--- config.mk ---
export PLATFORM = sky130hd
export DESIGN_NAME = opamp_sd_readout_flat
export DESIGN_NICKNAME = d
export VERILOG_FILES = /design/src/rtl/opamp_sd_readout_if.sv /design/src/rtl/opamp_sd_readout.sv /design/src/flat_wrapper.sv
export SDC_FILE = /design/constraint.sdc
export NUM_CORES = 1
export LEC_CHECK = 0
export CORE_MARGIN = 10
export CORE_UTILIZATION = 35
export DETAILED_ROUTE_END_ITERATION = 8
export GPL_TIMING_DRIVEN = 0
export PLACE_DENSITY = 0.5
export REMOVE_ABC_BUFFERS = 1
export SLEW_MARGIN = 10
export SYNTH_ARGS = -nofsm -noshare
export SYNTH_HDL_FRONTEND = slang
export SYNTH_SLANG_ARGS = --single-unit
--- constraint.sdc ---
create_clock -name clk -period 2.4 [get_ports clk]
set_input_delay 0.48 -clock clk [delete_from_list [all_inputs] [get_ports clk]]
set_output_delay 0.48 -clock clk [all_outputs]
set_load 0.05 [all_outputs]
--- src/rtl/opamp_sd_readout_if.sv ---
// Signal bundle for the op-amp sigma-delta readout.
// The slave modport is the readout block itself; the master modport is
// whatever drives the control/comparator inputs and consumes the results.
// Handshake: result_valid is a one-cycle strobe with no back-pressure. result
// is stable from that cycle until the next strobe. ser_data is meaningful
// only while ser_frame is high.
`timescale 1ns/1ps
interface opamp_sd_readout_if #(
  parameter int OUT_W = 9
);
  logic             ena;
  logic             cmp_in;
  logic             start;
  logic             fb_out;
  logic             busy;
  logic [OUT_W-1:0] result;
  logic             result_valid;
  logic             ser_data;
  logic             ser_frame;
  logic [2:0]       dbg_state;

  modport master (
    output ena, cmp_in, start,
    input  fb_out, busy, result, result_valid, ser_data, ser_frame, dbg_state
  );

  modport slave (
    input  ena, cmp_in, start,
    output fb_out, busy, result, result_valid, ser_data, ser_frame, dbg_state
  );
endinterface

--- src/rtl/opamp_sd_readout.sv ---
// First-order sigma-delta readout for the on-chip op-amp.
// The comparator bit is double-flopped and then registered onto fb_out. That
// register closes the modulator loop through the external integrator. A
// conversion discards SETTLE_CYC samples, then counts the ones in
// N = 2^OSR_LOG2 samples of fb_out. The count is presented in parallel on
// result and shifted out MSB first on ser_data/ser_frame.
// Optional macro OPAMP_SD_CONT_EN: continuous mode. Windows run back-to-back
// with no settle gap, and the serial frame runs alongside the next window.
// Without the macro each start gives one single-shot conversion.
// dbg_state exposes the FSM state encoding (IDLE=0 SETTLE=1 ACCUM=2 DONE=3
// SHIFT=4).
`timescale 1ns/1ps
module opamp_sd_readout #(
  parameter int OSR_LOG2   = 8,
  parameter int SETTLE_CYC = 16,
  parameter int OUT_W      = OSR_LOG2 + 1
) (
  input  logic               clk,
  input  logic               rst,
  opamp_sd_readout_if.slave  bus
);

  localparam int SC_W = (SETTLE_CYC > 1) ? $clog2(SETTLE_CYC) : 1;
  localparam int SH_W = (OUT_W > 1) ? $clog2(OUT_W) : 1;

  typedef enum logic [2:0] {
    S_IDLE   = 3'd0,
    S_SETTLE = 3'd1,
    S_ACCUM  = 3'd2,
    S_DONE   = 3'd3,
    S_SHIFT  = 3'd4
  } state_t;

  state_t            r_state;
  state_t            w_next_state;

  logic              r_sync1;
  logic              r_sync2;
  logic              r_fb;

  logic [SC_W-1:0]   r_settle_cnt;
  logic [OSR_LOG2-1:0] r_win_cnt;
  logic [OUT_W-1:0]  r_acc;
  logic [OUT_W-1:0]  r_result;
  logic              r_valid;

  logic [OUT_W-1:0]  r_shift;
  logic [SH_W-1:0]   r_shift_cnt;
  logic              r_frame;

  logic              w_settle_last;
  logic              w_win_last;
  logic              w_shift_last;
  logic              w_win_done;
  logic [OUT_W-1:0]  w_acc_next;

  assign w_settle_last = (r_settle_cnt == '0);
  assign w_win_last    = (r_win_cnt == '0);
  assign w_shift_last  = r_frame && (r_shift_cnt == '0);
  // The last sample of the window is counted on the same edge that publishes the
  // result, so the accumulator is never more than one sample behind.
  assign w_acc_next    = r_acc + {{(OUT_W-1){1'b0}}, r_fb};
  // A window finishes only if ena is still high at its final edge. An abort on
  // that edge leaves the previous result untouched.
  assign w_win_done    = (r_state == S_ACCUM) && w_win_last && bus.ena;

  // Comparator synchroniser and feedback register; the loop runs in every state.
  always_ff @(posedge clk or posedge rst) begin
    if (rst) begin
      r_sync1 <= 1'b0;
      r_sync2 <= 1'b0;
      r_fb    <= 1'b0;
    end else begin
      r_sync1 <= bus.cmp_in;
      r_sync2 <= r_sync1;
      r_fb    <= bus.ena ? r_sync2 : 1'b0;
    end
  end

  // FSM state register.
  always_ff @(posedge clk or posedge rst) begin
    if (rst) begin
      r_state <= S_IDLE;
    end else begin
      r_state <= w_next_state;
    end
  end

  // Next-state logic; dropping ena returns to IDLE from anywhere.
  always_comb begin
    w_next_state = r_state;
    if (!bus.ena) begin
      w_next_state = S_IDLE;
    end else begin
      case (r_state)
        S_IDLE:   if (bus.start) w_next_state = S_SETTLE;
        S_SETTLE: if (w_settle_last) w_next_state = S_ACCUM;
        S_ACCUM:  if (w_win_last) w_next_state = S_DONE;
`ifdef OPAMP_SD_CONT_EN
        S_DONE:   w_next_state = S_ACCUM;
`else
        S_DONE:   w_next_state = S_SHIFT;
        S_SHIFT:  if (w_shift_last) w_next_state = S_IDLE;
`endif
        default:  w_next_state = S_IDLE;
      endcase
    end
  end

  // Settle/window counters, accumulator and published result.
  always_ff @(posedge clk or posedge rst) begin
    if (rst) begin
      r_settle_cnt <= '0;
      r_win_cnt    <= '0;
      r_acc        <= '0;
      r_result     <= '0;
      r_valid      <= 1'b0;
    end else begin
      r_valid <= 1'b0;
      case (r_state)
        S_IDLE: begin
          if (bus.ena && bus.start) begin
            r_settle_cnt <= SC_W'(SETTLE_CYC - 1);
          end
        end
        S_SETTLE: begin
          if (w_settle_last) begin
            r_acc     <= '0;
            r_win_cnt <= '1;
          end else begin
            r_settle_cnt <= r_settle_cnt - 1'b1;
          end
        end
        S_ACCUM: begin
          r_acc     <= w_acc_next;
          r_win_cnt <= r_win_cnt - 1'b1;
          if (w_win_done) begin
            r_result <= w_acc_next;
            r_valid  <= 1'b1;
          end
        end
        S_DONE: begin
          // Prepares the next window; only used in continuous mode.
          r_acc     <= '0;
          r_win_cnt <= '1;
        end
        default: begin
        end
      endcase
    end
  end

  // Serial shifter: loaded with the result, framed for OUT_W cycles after DONE.
  always_ff @(posedge clk or posedge rst) begin
    if (rst) begin
      r_shift     <= '0;
      r_shift_cnt <= '0;
      r_frame     <= 1'b0;
    end else if (!bus.ena) begin
      r_frame <= 1'b0;
    end else if (w_win_done) begin
      // A new result restarts any frame still in flight.
      r_shift <= w_acc_next;
      r_frame <= 1'b0;
    end else if (r_state == S_DONE) begin
      r_frame     <= 1'b1;
      r_shift_cnt <= SH_W'(OUT_W - 1);
    end else if (r_frame) begin
      r_shift     <= {r_shift[OUT_W-2:0], 1'b0};
      r_shift_cnt <= r_shift_cnt - 1'b1;
      if (w_shift_last) begin
        r_frame <= 1'b0;
      end
    end
  end

  assign bus.fb_out       = r_fb;
  assign bus.busy         = (r_state != S_IDLE);
  assign bus.result       = r_result;
  assign bus.result_valid = r_valid;
  assign bus.ser_frame    = r_frame;
  assign bus.ser_data     = r_frame & r_shift[OUT_W-1];
  assign bus.dbg_state    = r_state;

endmodule
--- src/flat_wrapper.sv ---
// flat-port wrapper written by rule: the top's interface ports become plain ports
module opamp_sd_readout_flat 
#(
  parameter int OSR_LOG2   = 8,
  parameter int SETTLE_CYC = 16,
  parameter int OUT_W      = OSR_LOG2 + 1
)
  (clk, rst, bus_ena, bus_cmp_in, bus_start, bus_fb_out, bus_busy, bus_result, bus_result_valid, bus_ser_data, bus_ser_frame, bus_dbg_state);
  opamp_sd_readout_if #(.OUT_W(OUT_W)) bus_i ();
  input  logic clk;
  input  logic rst;
  input wire logic [$bits(bus_i.ena)-1:0] bus_ena;
  input wire logic [$bits(bus_i.cmp_in)-1:0] bus_cmp_in;
  input wire logic [$bits(bus_i.start)-1:0] bus_start;
  output wire logic [$bits(bus_i.fb_out)-1:0] bus_fb_out;
  output wire logic [$bits(bus_i.busy)-1:0] bus_busy;
  output wire logic [$bits(bus_i.result)-1:0] bus_result;
  output wire logic [$bits(bus_i.result_valid)-1:0] bus_result_valid;
  output wire logic [$bits(bus_i.ser_data)-1:0] bus_ser_data;
  output wire logic [$bits(bus_i.ser_frame)-1:0] bus_ser_frame;
  output wire logic [$bits(bus_i.dbg_state)-1:0] bus_dbg_state;
  assign bus_i.ena = bus_ena;
  assign bus_i.cmp_in = bus_cmp_in;
  assign bus_i.start = bus_start;
  assign bus_fb_out = bus_i.fb_out;
  assign bus_busy = bus_i.busy;
  assign bus_result = bus_i.result;
  assign bus_result_valid = bus_i.result_valid;
  assign bus_ser_data = bus_i.ser_data;
  assign bus_ser_frame = bus_i.ser_frame;
  assign bus_dbg_state = bus_i.dbg_state;
  opamp_sd_readout #(.OSR_LOG2(OSR_LOG2), .SETTLE_CYC(SETTLE_CYC), .OUT_W(OUT_W)) u_core (.clk(clk), .rst(rst), .bus(bus_i));
endmodule
==> results of run 1 <==
[power groups by stage]
stage	sequential (mW)	clock, mW	combinational (mW)
finish	1.09	0.612	0.507
global route	1.11	0.668	0.570
CTS	1.09	0.637	0.512
detailed placement	1.11	0	0.509
global placement	1.11	0	0.501
floorplan	1.12	0	0.346
[flip-flops by register name, indices dropped and copies added (netlist names)]
signal / cells
u_core.bus.dbg_state: 3
u_core.bus.fb_out: 1
u_core.bus.result: 9
u_core.bus.result_valid: 1
u_core.bus.ser_frame: 1
u_core.r_acc: 9
u_core.r_settle_cnt: 4
u_core.r_shift: 9
u_core.r_shift_cnt: 4
u_core.r_sync1: 1
u_core.r_sync2: 1
u_core.r_win_cnt: 8
[how the worst min path moves through the flow]
stage / slack (ns) / to / start / cells after the start
5_1_grt: 0.38 / u_core.r_sync2 / u_core.r_sync1 / 0
4_1_cts: 0.36 / u_core.r_sync2 / u_core.r_sync1 / 0
6_report: 0.35 / u_core.r_sync2 / u_core.r_sync1 / 0
3_5_place_dp: 0.33 / u_core.r_sync2 / u_core.r_sync1 / 0
3_3_place_gp: 0.33 / u_core.r_sync2 / u_core.r_sync1 / 0
2_1_floorplan: 0.33 / u_core.r_sync2 / u_core.r_sync1 / 0
[cell families (layout without fill, tap and decap cells)]
group	Yosys count	count (layout)
and+or+nand+nor	81	81
AOI/OAI and AO/OA	46	46
xor gates and xnor gates	13	13
DFF	51	51
adders and majority gates	6	6
muxes	18	18
buffers and inverters	25	45
[synthesized netlist by cell type, types with 4 or more instances]
cell type | instances | share of area, %
dfrtp_1 | 51 | 50
nand2_1 | 19 | 2.8
mux2i_1 | 17 | 6.6
inv_1 | 14 | 2.1
nor2_1 | 14 | 2.1
a21oi_1 | 12 | 2.3
o21ai_1 | 10 | 2.0
xor2_1 | 9 | 3.1
nand3_1 | 8 | 1.6
ha_1 | 6 | 2.9
a22o_1 | 5 | 1.7
nor3_1 | 5 | 0.98
nand2_2 | 4 | 0.98
nor2b_1 | 4 | 0.98
o21ai_0 | 4 | 0.78
xnor2_1 | 4 | 1.4
[stage by stage]
step                util (%)  hold slack, ns  TNS (ns)
floorplan                  -           0.331         0
global placement        39.3           0.332    -22.89
detailed placement      39.6           0.335   -0.0178
CTS                     41.2           0.357         0
global route            41.2           0.379         0
finish                  41.2           0.354         0
[layout make-up]
class,count,area (sq um)
fill,707,4220
sequential,51,1280
tap,99,124
inverter,15,56.3
multi-input combinational,164,1150
clock buffer,5,68.8
clock inverter,3,43.8
timing repair buffer,22,233
[timing repair]
| action | 4_1_cts | 5_1_grt |
|---|---|---|
| hold buffers | 0 | 0 |
| gates resized for setup | 2 | 1 |
| setup endpoints to repair | 1 | 1 |
| pin swaps | 0 | 0 |
[per-layer routing]
| metal | up-vias | track usage, % | routed length [um] |
|---|---|---|---|
| li1 | 877 | - | - |
| met1 | 817 | 12.6 | 2570 |
| met2 | 20 | 15.3 | 2270 |
| met3 | 6 | 2.50 | 204 |
| met4 | 0 | 3.48 | 63 |
| met5 | - | 0 | 0 |
==> summary.md, run 1 <==
| Metric | Value |
|---|---|
| Asr flop ratio synth | 100% |
| Mux cell area share after synthesis | 7.08% |
| Total power | 2.21 mW |
| DR vias | 1,720 |
| Number of synthesized flops with an enable pin | 0 |
| Worst EP required | 1.92 ns |
| Post-Synth Simple-Gate Area | 19.0% |
| Register area share after synthesis | 49.8% |
| Row cnt | 31 |
| Max Slew Vio Count | 0 |
| Post-detail-place hpwl | 3540 um |
| Die width | 106 um |
| Internal Power | 1.49 mW |
| Clock share of power | 27.7% |
| DP Cell Count | 351 |
| Die height | 106 um |
| Pleak | 1.30 nW |
| Reg power frac | 49.4% |
| CP endpoint | bus_dbg_state[0] |
| Max Cap Violations | 0 |
| RR Startpoint | u_core.r_win_cnt[0] |
| Post-CTS Setup Bufs | 0 |
| Highest Clock Rate | 441 MHz |
| Layout cell share with drive strength beyond 1 | 10.0% |
| Post-Route WL | 5100 um |
| Setup ws final | 0.134 ns |
| Vias/cell | 4.79 |
| Initial antenna violation count | 0 |
| VDD IR-drop max | 0.302 mV |
| Final setup violation count | 0 |
| Area Overhead vs Synth | 15.5% |
| Worst R2R Path Depth | 6 |
| Syn avg cell area | 10.7 sq um |
| Fin area | 2960 sq um |
| CP arrival | 1.79 ns |
| Crit path time final | 2.27 ns |
| Net Sw Frac | 32.6% |
| Critical path class | reg2out |
| Commonest cells after routing, fill and taps aside | dfrtp_1 (49), clkdlybuf4s50_1 (20), nand2_1 (19) |
| First-pass GRT wire length | 8980 um |
| P_sw | 0.721 mW |
| Clk buf depth | 2 |
| Ys Warns | 0 |
| Power Dens Cells | 747 nW/um^2 |
| Clock sink total | 51 |
| Largest family of logic cells by synthesized area | simple AND/OR/NAND/NOR gates |
| Vias in the first global route | 1,801 |
| CP bufs+invs | 1 |
| Latest clock arrival within the worst-skew pair | 0.31 ns |
| Worst setup EP type | primary output |
| Crit-path leading delay family | buffers and inverters |
| ANT nets after route | 0 |
| Clock tree from TritonCTS | done |
| Max_slew headroom | 54.5% |
| Least-Margin Pin Slew | 0.682 ns |
| Reg clk slew, reported paths | 0.09 ns |
| RSZ-0062 raised after global routing | no |
| Flops & latches, synth | 51 |
| H-tree levels | 2 |
| Crit path max fanout | 11 |
| Synth Instances | 240 |
| Commonest non-fill, non-tap cell in the layout | dfrtp_1 |
| DIE AREA | 11,100 sq um |
| Final std cells w/o fill | 359 |
| Post-synthesis cell area | 2560 sq um |
| Pre-antenna DRT Iters | 4 |
| DRC | 0 |
| Setup crit start | u_core.bus.dbg_state[0] |
| N_diodes | 0 |
| Area after DPL | 2840 sq um |
| Total global-route track usage | 9.73% |
| Starting DRC count in detailed routing | 65 |
| Drt wl/cell | 14.2 um |
| Largest net degree at the start of global routing | 37 |
| R2R Path End | u_core.bus.result[0] |
| Root buffer cell | clkbuf_8 |
| Num CTS Buffers | 5 |
| Combinational power share | 22.9% |
| Initial Utilization | 35.7% |
| Nets | 270 |
| Slowest stage delay, CP | 0.89 ns |
| Core area | 7180 sq um |
| Ports | 22 |
| Prevailing post-synth register cell | dfrtp_1 |
| Hold crit path type | reg2reg |
| Area share of fa/ha/maj cells after synthesis | 2.93% |
| Worst setup SP type | flip-flop |
| GRT overflow | 0 |
| Final period util | 94.4% |
| Setup Skew | 0.0111 ns |
| Final Wtd Congestion | 0.745 |
| Number of distinct library cells after synthesis | 53 |
| Pre-CTS setup slack | -0.0178 ns |
| Outcome | finished clean |
| Critical-path cell list | clkdlybuf4s50_1 |
| IO buf count | 21 |
| Slowest CP cell | clkdlybuf4s50_1 |
| CP Depth | 1 |
| Compound-cell area share of the yosys netlist | 11.6% |
| Flop2flop setup slack | 0.35 ns |
| Final hold viol count | 0 |
| Post-synthesis xor/xnor area fraction | 4.44% |
(Power assumes the default switching activity.)
==> inputs of run 2 (changes only) <==
--- a/config.mk
+++ b/config.mk
@@ -9,7 +9,7 @@
 export CORE_UTILIZATION = 35
 export DETAILED_ROUTE_END_ITERATION = 8
 export GPL_TIMING_DRIVEN = 0
-export PLACE_DENSITY = 0.5
+export PLACE_DENSITY = 0.62
 export REMOVE_ABC_BUFFERS = 1
 export SLEW_MARGIN = 10
 export SYNTH_ARGS = -nofsm -noshare
==> run 2 against run 1 <==
Net effect:
- final area shrank 1.1%
- final cell count did not move
- highest routed layer unchanged
- utilization fell by 0.44 points
- largest cell class unchanged
==> summary.md, run 2 (same netlist as run 1, synthesis figures left out) <==
| Metric | Value |
|---|---|
| Starting DRC count in detailed routing | 50 (-23%) |
| Pleak | 1.29 nW (-0.54%) |
| Die width | 106 um (unchanged) |
| Initial antenna violation count | 0 (unchanged) |
| Final std cells w/o fill | 359 (unchanged) |
| Area after DPL | 2840 sq um (unchanged) |
| DR vias | 1,767 (+2.7%) |
| Drt wl/cell | 13.5 um (-4.8%) |
| Root buffer cell | clkbuf_8 |
| N_diodes | 0 (unchanged) |
| Met2 Use GR | 14.9% (-0.44 points) |
| DRC | 0 (unchanged) |
| # hold bufs at CTS | 0 (unchanged) |
| Highest Clock Rate | 436 MHz (-1.2%) |
| Post-CTS Setup Bufs | 0 (unchanged) |
| DIE AREA | 11,100 sq um (unchanged) |
| Final hold viol count | 0 (unchanged) |
| Layout cell share with drive strength beyond 1 | 8.85% (-1.2 points) |
| Area Overhead vs Synth | 14.3% |
| Max Cap Violations | 0 (unchanged) |
| Outcome | finished clean |
| Hold crit path type | reg2reg |
| Slowest stage delay, CP | 0.89 ns (about the same) |
| Worst EP required | 1.92 ns (about the same) |
| CP arrival | 1.81 ns (+0.02 ns) |
| Vias in the first global route | 1,775 (-1.4%) |
| Initial Utilization | 35.7% (unchanged) |
| Die height | 106 um (unchanged) |
| Hold EP | u_core.r_sync2 |
| Vias/cell | 4.92 (+2.7%) |
| Post-CTS resize count | 1 (-1) |
| Total global-route track usage | 9.23% (-0.50 points) |
| VDD IR-drop max | 0.212 mV (-30%) |
| Post-detail-place hpwl | 3480 um (-1.6%) |
| Final setup TNS | 0 ns (unchanged) |
| Nets | 270 (unchanged) |
| First-pass GRT wire length | 8660 um (-3.6%) |
| Fin area | 2930 sq um (-1.1%) |
| Worst setup SP type | flip-flop |
| Flop2flop setup slack | 0.34 ns (about the same) |
| Row cnt | 31 (unchanged) |
| Setup ws final | 0.106 ns (-0.0275 ns) |
| Critical-path cell list | clkdlybuf4s50_1 |
| H-tree levels | 2 (unchanged) |
| Ports | 22 (unchanged) |
| Core area | 7180 sq um (unchanged) |
| Crit path max fanout | 13 (+2) |
| Crit-path leading delay family | buffers and inverters |
| Pre-antenna DRT Iters | 5 (+1) |
| Power Dens Cells | 711 nW/um^2 (-4.9%) |
| Clk buf depth | 2 (unchanged) |
| Least-Margin Pin Slew | 0.637 ns (-0.0441 ns) |
| GRT Max-Usage Layer | met2 |
| Max_slew headroom | 57.5% (+2.9 points) |
| Final period util | 95.6% (+1.1 points) |
| Latest clock arrival within the worst-skew pair | 0.31 ns (about the same) |
| Clock sink total | 51 (unchanged) |
| Met3 usage | 2.92% (+0.43 points) |
| Final setup violation count | 0 (unchanged) |
| R2R Path End | u_core.bus.result[0] |
| Commonest cells after routing, fill and taps aside | dfrtp_1 (51), nand2_1 (19), clkdlybuf4s50_1 (19) |
| ANT nets after route | 0 (unchanged) |
| Largest net degree at the start of global routing | 30 (-19%) |
| GRT overflow | 0 (unchanged) |
| Slowest CP cell | clkdlybuf4s50_1 |
| Reg clk slew, reported paths | 0.10 ns (about the same) |
| RSZ-0062 raised after global routing | no |
| RR Startpoint | u_core.bus.dbg_state[1] |
| Worst R2R Path Depth | 4 (-2) |
| HP Start | u_core.r_sync1 |
| WHS | 0.358 ns (+0.00348 ns) |
| Max Slew Vio Count | 0 (unchanged) |
| Pre-CTS setup slack | -0.0194 ns (-0.00161 ns) |
| Commonest non-fill, non-tap cell in the layout | dfrtp_1 |
| Setup Skew | 0.0137 ns (+0.00255 ns) |
| Num CTS Buffers | 5 (unchanged) |
| Met1 Usage GRT | 11.6% (-1.0 points) |
| Clock tree from TritonCTS | done |
| Worst setup EP type | primary output |
| Post-Route WL | 4860 um (-4.8%) |
| IO buf count | 21 (unchanged) |
| WHS Path Cells | 0 (unchanged) |
| DP Cell Count | 351 (unchanged) |
| Critical path class | reg2out |
| Total power | 2.08 mW (-5.9%) |
| CP bufs+invs | 1 (unchanged) |
| Final Wtd Congestion | 0.774 (+4.0%) |
| Util after Layout | 40.8% (-0.44 points) |
| Crit path time final | 2.29 ns (+0.0275 ns) |
## run 2: per-layer routing
layer / wire length (um) / share of wire (%)
met5: 0 / 0
met4: 42 / 0.86
met3: 203 / 4.2
met2: 2280 / 47
met1: 2330 / 48
## run 2: worst max path at each step
| stage | end | start | cells after the start | slack (ns) |
|---|---|---|---|---|
| floorplan | u_core.r_shift_cnt[1] | u_core.bus.dbg_state[1] | 4 | 0.37 |
| global placement | u_core.r_sync1 | rst | 2 | -0.35 |
| detailed placement | u_core.r_shift_cnt[0] | bus_ena | 5 | -0.02 |
| CTS | bus_dbg_state[1] | u_core.bus.dbg_state[1] | 1 | 0.07 |
| global route | bus_dbg_state[2] | u_core.bus.dbg_state[2] | 1 | 0.002 |
| finish | bus_dbg_state[2] | u_core.bus.dbg_state[2] | 1 | 0.11 |
## run 2: layout make-up
class                      instances  area (sq um)
multi-input combinational        164          1150
fill                             715          4250
clock buffer                       6          72.6
tap                               99           124
sequential                        51          1280
inverter                          15          56.3
timing repair buffer              22           231
clock inverter                     2          12.5
## run 2: power breakdown
| group | leakage, nW | total, mW | switching [mW] | internal, mW |
|---|---|---|---|---|
| Sequential | 0.624 | 1.09 | 0.121 | 0.967 |
| Combinational | 0.626 | 0.506 | 0.297 | 0.209 |
| Clock | 0.0412 | 0.488 | 0.284 | 0.204 |
| Total | 1.29 | 2.08 | 0.702 | 1.38 |
==> inputs of run 3 (changes only) <==
--- a/config.mk
+++ b/config.mk
@@ -10,7 +10,6 @@
 export DETAILED_ROUTE_END_ITERATION = 8
 export GPL_TIMING_DRIVEN = 0
 export PLACE_DENSITY = 0.62
-export REMOVE_ABC_BUFFERS = 1
 export SLEW_MARGIN = 10
 export SYNTH_ARGS = -nofsm -noshare
 export SYNTH_HDL_FRONTEND = slang
==> run 3 against run 2 <==
Net effect:
- setup slack gained 0.091 ns
- count of clock-buffer cells in the layout shrank 1
- via count grew 3.6%
- fmax grew 4.1%
- clock skew shrank 0.0058 ns
- final area grew 3.5%
- final cell count grew 2.8%
- die area is the same
==> summary.md, run 3 (same netlist as run 1, synthesis figures left out) <==
| Metric | Value |
|---|---|
| H-tree levels | 2 (unchanged) |
| Net Count, Synth | 251 |
| Pre-antenna DRT Iters | 6 (+1) |
| Final Wtd Congestion | 0.816 (+5.4%) |
| Pleak | 1.34 nW (+3.9%) |
| Outcome | finished clean |
| Final period util | 91.8% (-3.8 points) |
| Latest clock arrival within the worst-skew pair | 0.31 ns (about the same) |
| Crit path max fanout | 8 (-5) |
| Max Slew Vio Count | 0 (unchanged) |
| Least-Margin Pin Slew | 0.575 ns (-0.0627 ns) |
| Max Cap Violations | 0 (unchanged) |
| Die height | 106 um (unchanged) |
| Total global-route track usage | 9.63% (+0.39 points) |
| Critical path class | reg2out |
| R2R Path End | u_core.r_win_cnt[3] |
| Reg clk slew, reported paths | 0.09 ns (about the same) |
| DR vias | 1,831 (+3.6%) |
| DP Cell Count | 361 (+2.8%) |
| Nets | 280 (+3.7%) |
| Commonest cells after routing, fill and taps aside | dfrtp_1 (51), clkdlybuf4s50_1 (20), nand2_1 (19) |
| Final std cells w/o fill | 369 (+2.8%) |
| Top Layer Used | met4 |
| N_diodes | 0 (unchanged) |
| Row cnt | 31 (unchanged) |
| Final setup violation count | 0 (unchanged) |
| Ports | 22 (unchanged) |
| Clock tree from TritonCTS | done |
| Clk buf depth | 2 (unchanged) |
| Area Overhead vs Synth | 18.3% |
| GRT overflow | 0 (unchanged) |
| Crit path time final | 2.20 ns (-0.0908 ns) |
| Fin area | 3030 sq um (+3.5%) |
| Routed length on met2 | 2390 um (+4.5%) |
| VDD IR-drop max | 0.394 mV (+85%) |
| DRC | 0 (unchanged) |
| Max_slew headroom | 61.6% (+4.2 points) |
| Post-detail-place hpwl | 3800 um (+9.1%) |
| Num CTS Buffers | 5 (unchanged) |
| Starting DRC count in detailed routing | 35 (-30%) |
| CP arrival | 1.72 ns (-0.09 ns) |
| Die width | 106 um (unchanged) |
| Flop2flop setup slack | 0.52 ns (+0.18 ns) |
| Worst setup EP type | primary output |
| HP Start | u_core.r_sync1 |
| Setup Skew | 0.00789 ns (-0.00576 ns) |
| Worst setup SP type | flip-flop |
| RR Startpoint | u_core.r_settle_cnt[0] |
| Post-CTS Setup Bufs | 0 (unchanged) |
| WHS Path Cells | 0 (unchanged) |
| Worst EP required | 1.92 ns (about the same) |
| Vias/cell | 4.96 (+0.81%) |
| Hold crit path type | reg2reg |
| Vias in the first global route | 1,914 (+7.8%) |
| # hold bufs at CTS | 0 (unchanged) |
| Worst R2R Path Depth | 7 (+3) |
| RSZ-0062 raised after global routing | no |
| Final setup TNS | 0 ns (unchanged) |
| Post-Route WL | 5160 um (+6.2%) |
| Largest net degree at the start of global routing | 27 (-10%) |
| Highest Clock Rate | 454 MHz (+4.1%) |
| Sum of routed wire segments on met1 | 2470 um (+5.9%) |
| Drt wl/cell | 14.0 um (+3.3%) |
| Power Dens Cells | 739 nW/um^2 (+4.0%) |
| First-pass GRT wire length | 9130 um (+5.4%) |
| DIE AREA | 11,100 sq um (unchanged) |
| WL met3 | 259 um (+28%) |
| Area after DPL | 2920 sq um (+2.6%) |
| Final hold viol count | 0 (unchanged) |
| Clock sink total | 51 (unchanged) |
| Commonest non-fill, non-tap cell in the layout | dfrtp_1 |
| ANT nets after route | 0 (unchanged) |
| Initial antenna violation count | 0 (unchanged) |
| Hold EP | u_core.r_sync2 |
| Core area | 7180 sq um (unchanged) |
| Layout cell share with drive strength beyond 1 | 12.2% (+3.4 points) |
| IO buf count | 21 (unchanged) |
| Root buffer cell | clkbuf_8 |
| Initial Utilization | 35.7% (unchanged) |
## run 3: timing repair
action | 4_1_cts | 5_1_grt
endpoints found under the hold margin | 0 | 0
resized for setup | 1 | 0
setup endpoints to repair | 1 | 0
## run 3: metrics by stage
step / total power, mW / setup slack (ns) / hold WS [ns] / util, %
2_1_floorplan: 1.49 / 0.539 / 0.331 / -
3_3_place_gp: 1.62 / -0.338 / 0.333 / 40.4
3_5_place_dp: 1.64 / 0.0968 / 0.347 / 40.6
4_1_cts: 2.27 / 0.173 / 0.369 / 42.2
5_1_grt: 2.38 / 0.116 / 0.387 / 42.2
6_report: 2.24 / 0.197 / 0.363 / 42.2
## run 3: how the worst max path moves through the flow
stage,startpoint,end,slack [ns],depth (start not counted)
global placement,rst,u_core.r_settle_cnt[1],-0.34,2
detailed placement,bus_ena,u_core.r_shift_cnt[0],0.1,5
global route,u_core.bus.ser_frame,bus_ser_data,0.12,2
floorplan,u_core.bus.dbg_state[0],u_core.r_shift_cnt[1],0.54,6
finish,u_core.bus.ser_frame,bus_ser_data,0.20,2
CTS,u_core.bus.ser_frame,bus_ser_data,0.17,2
## run 3: critical path: stages, from the launching register on
cell and delay (ns):
dfrtp_1 0.47, and2_1 0.16, clkdlybuf4s50_1 0.79
## run 3: power by group
| group | internal [mW] | switching [mW] | leakage (nW) |
|---|---|---|---|
| combinational | 0.225 | 0.319 | 0.658 |
| sequential | 0.967 | 0.106 | 0.624 |
| clock | 0.316 | 0.307 | 0.0587 |
## run 3: routing by layer
layer  track usage (%)  vias to the layer above
li1                  -                      895
met1              12.4                      899
met2              15.6                       31
met3              2.92                        6
met4              2.03                        0
met5                 0                        -
## run 3: final cells by class
class / count / area [sq um]
fill: 684 / 4140
sequential: 51 / 1280
multi-input combinational: 164 / 1150
timing repair buffer: 22 / 229
tap: 99 / 124
buffer: 10 / 75.1
clock buffer: 5 / 68.8
inverter: 15 / 56.3
clock inverter: 3 / 47.5
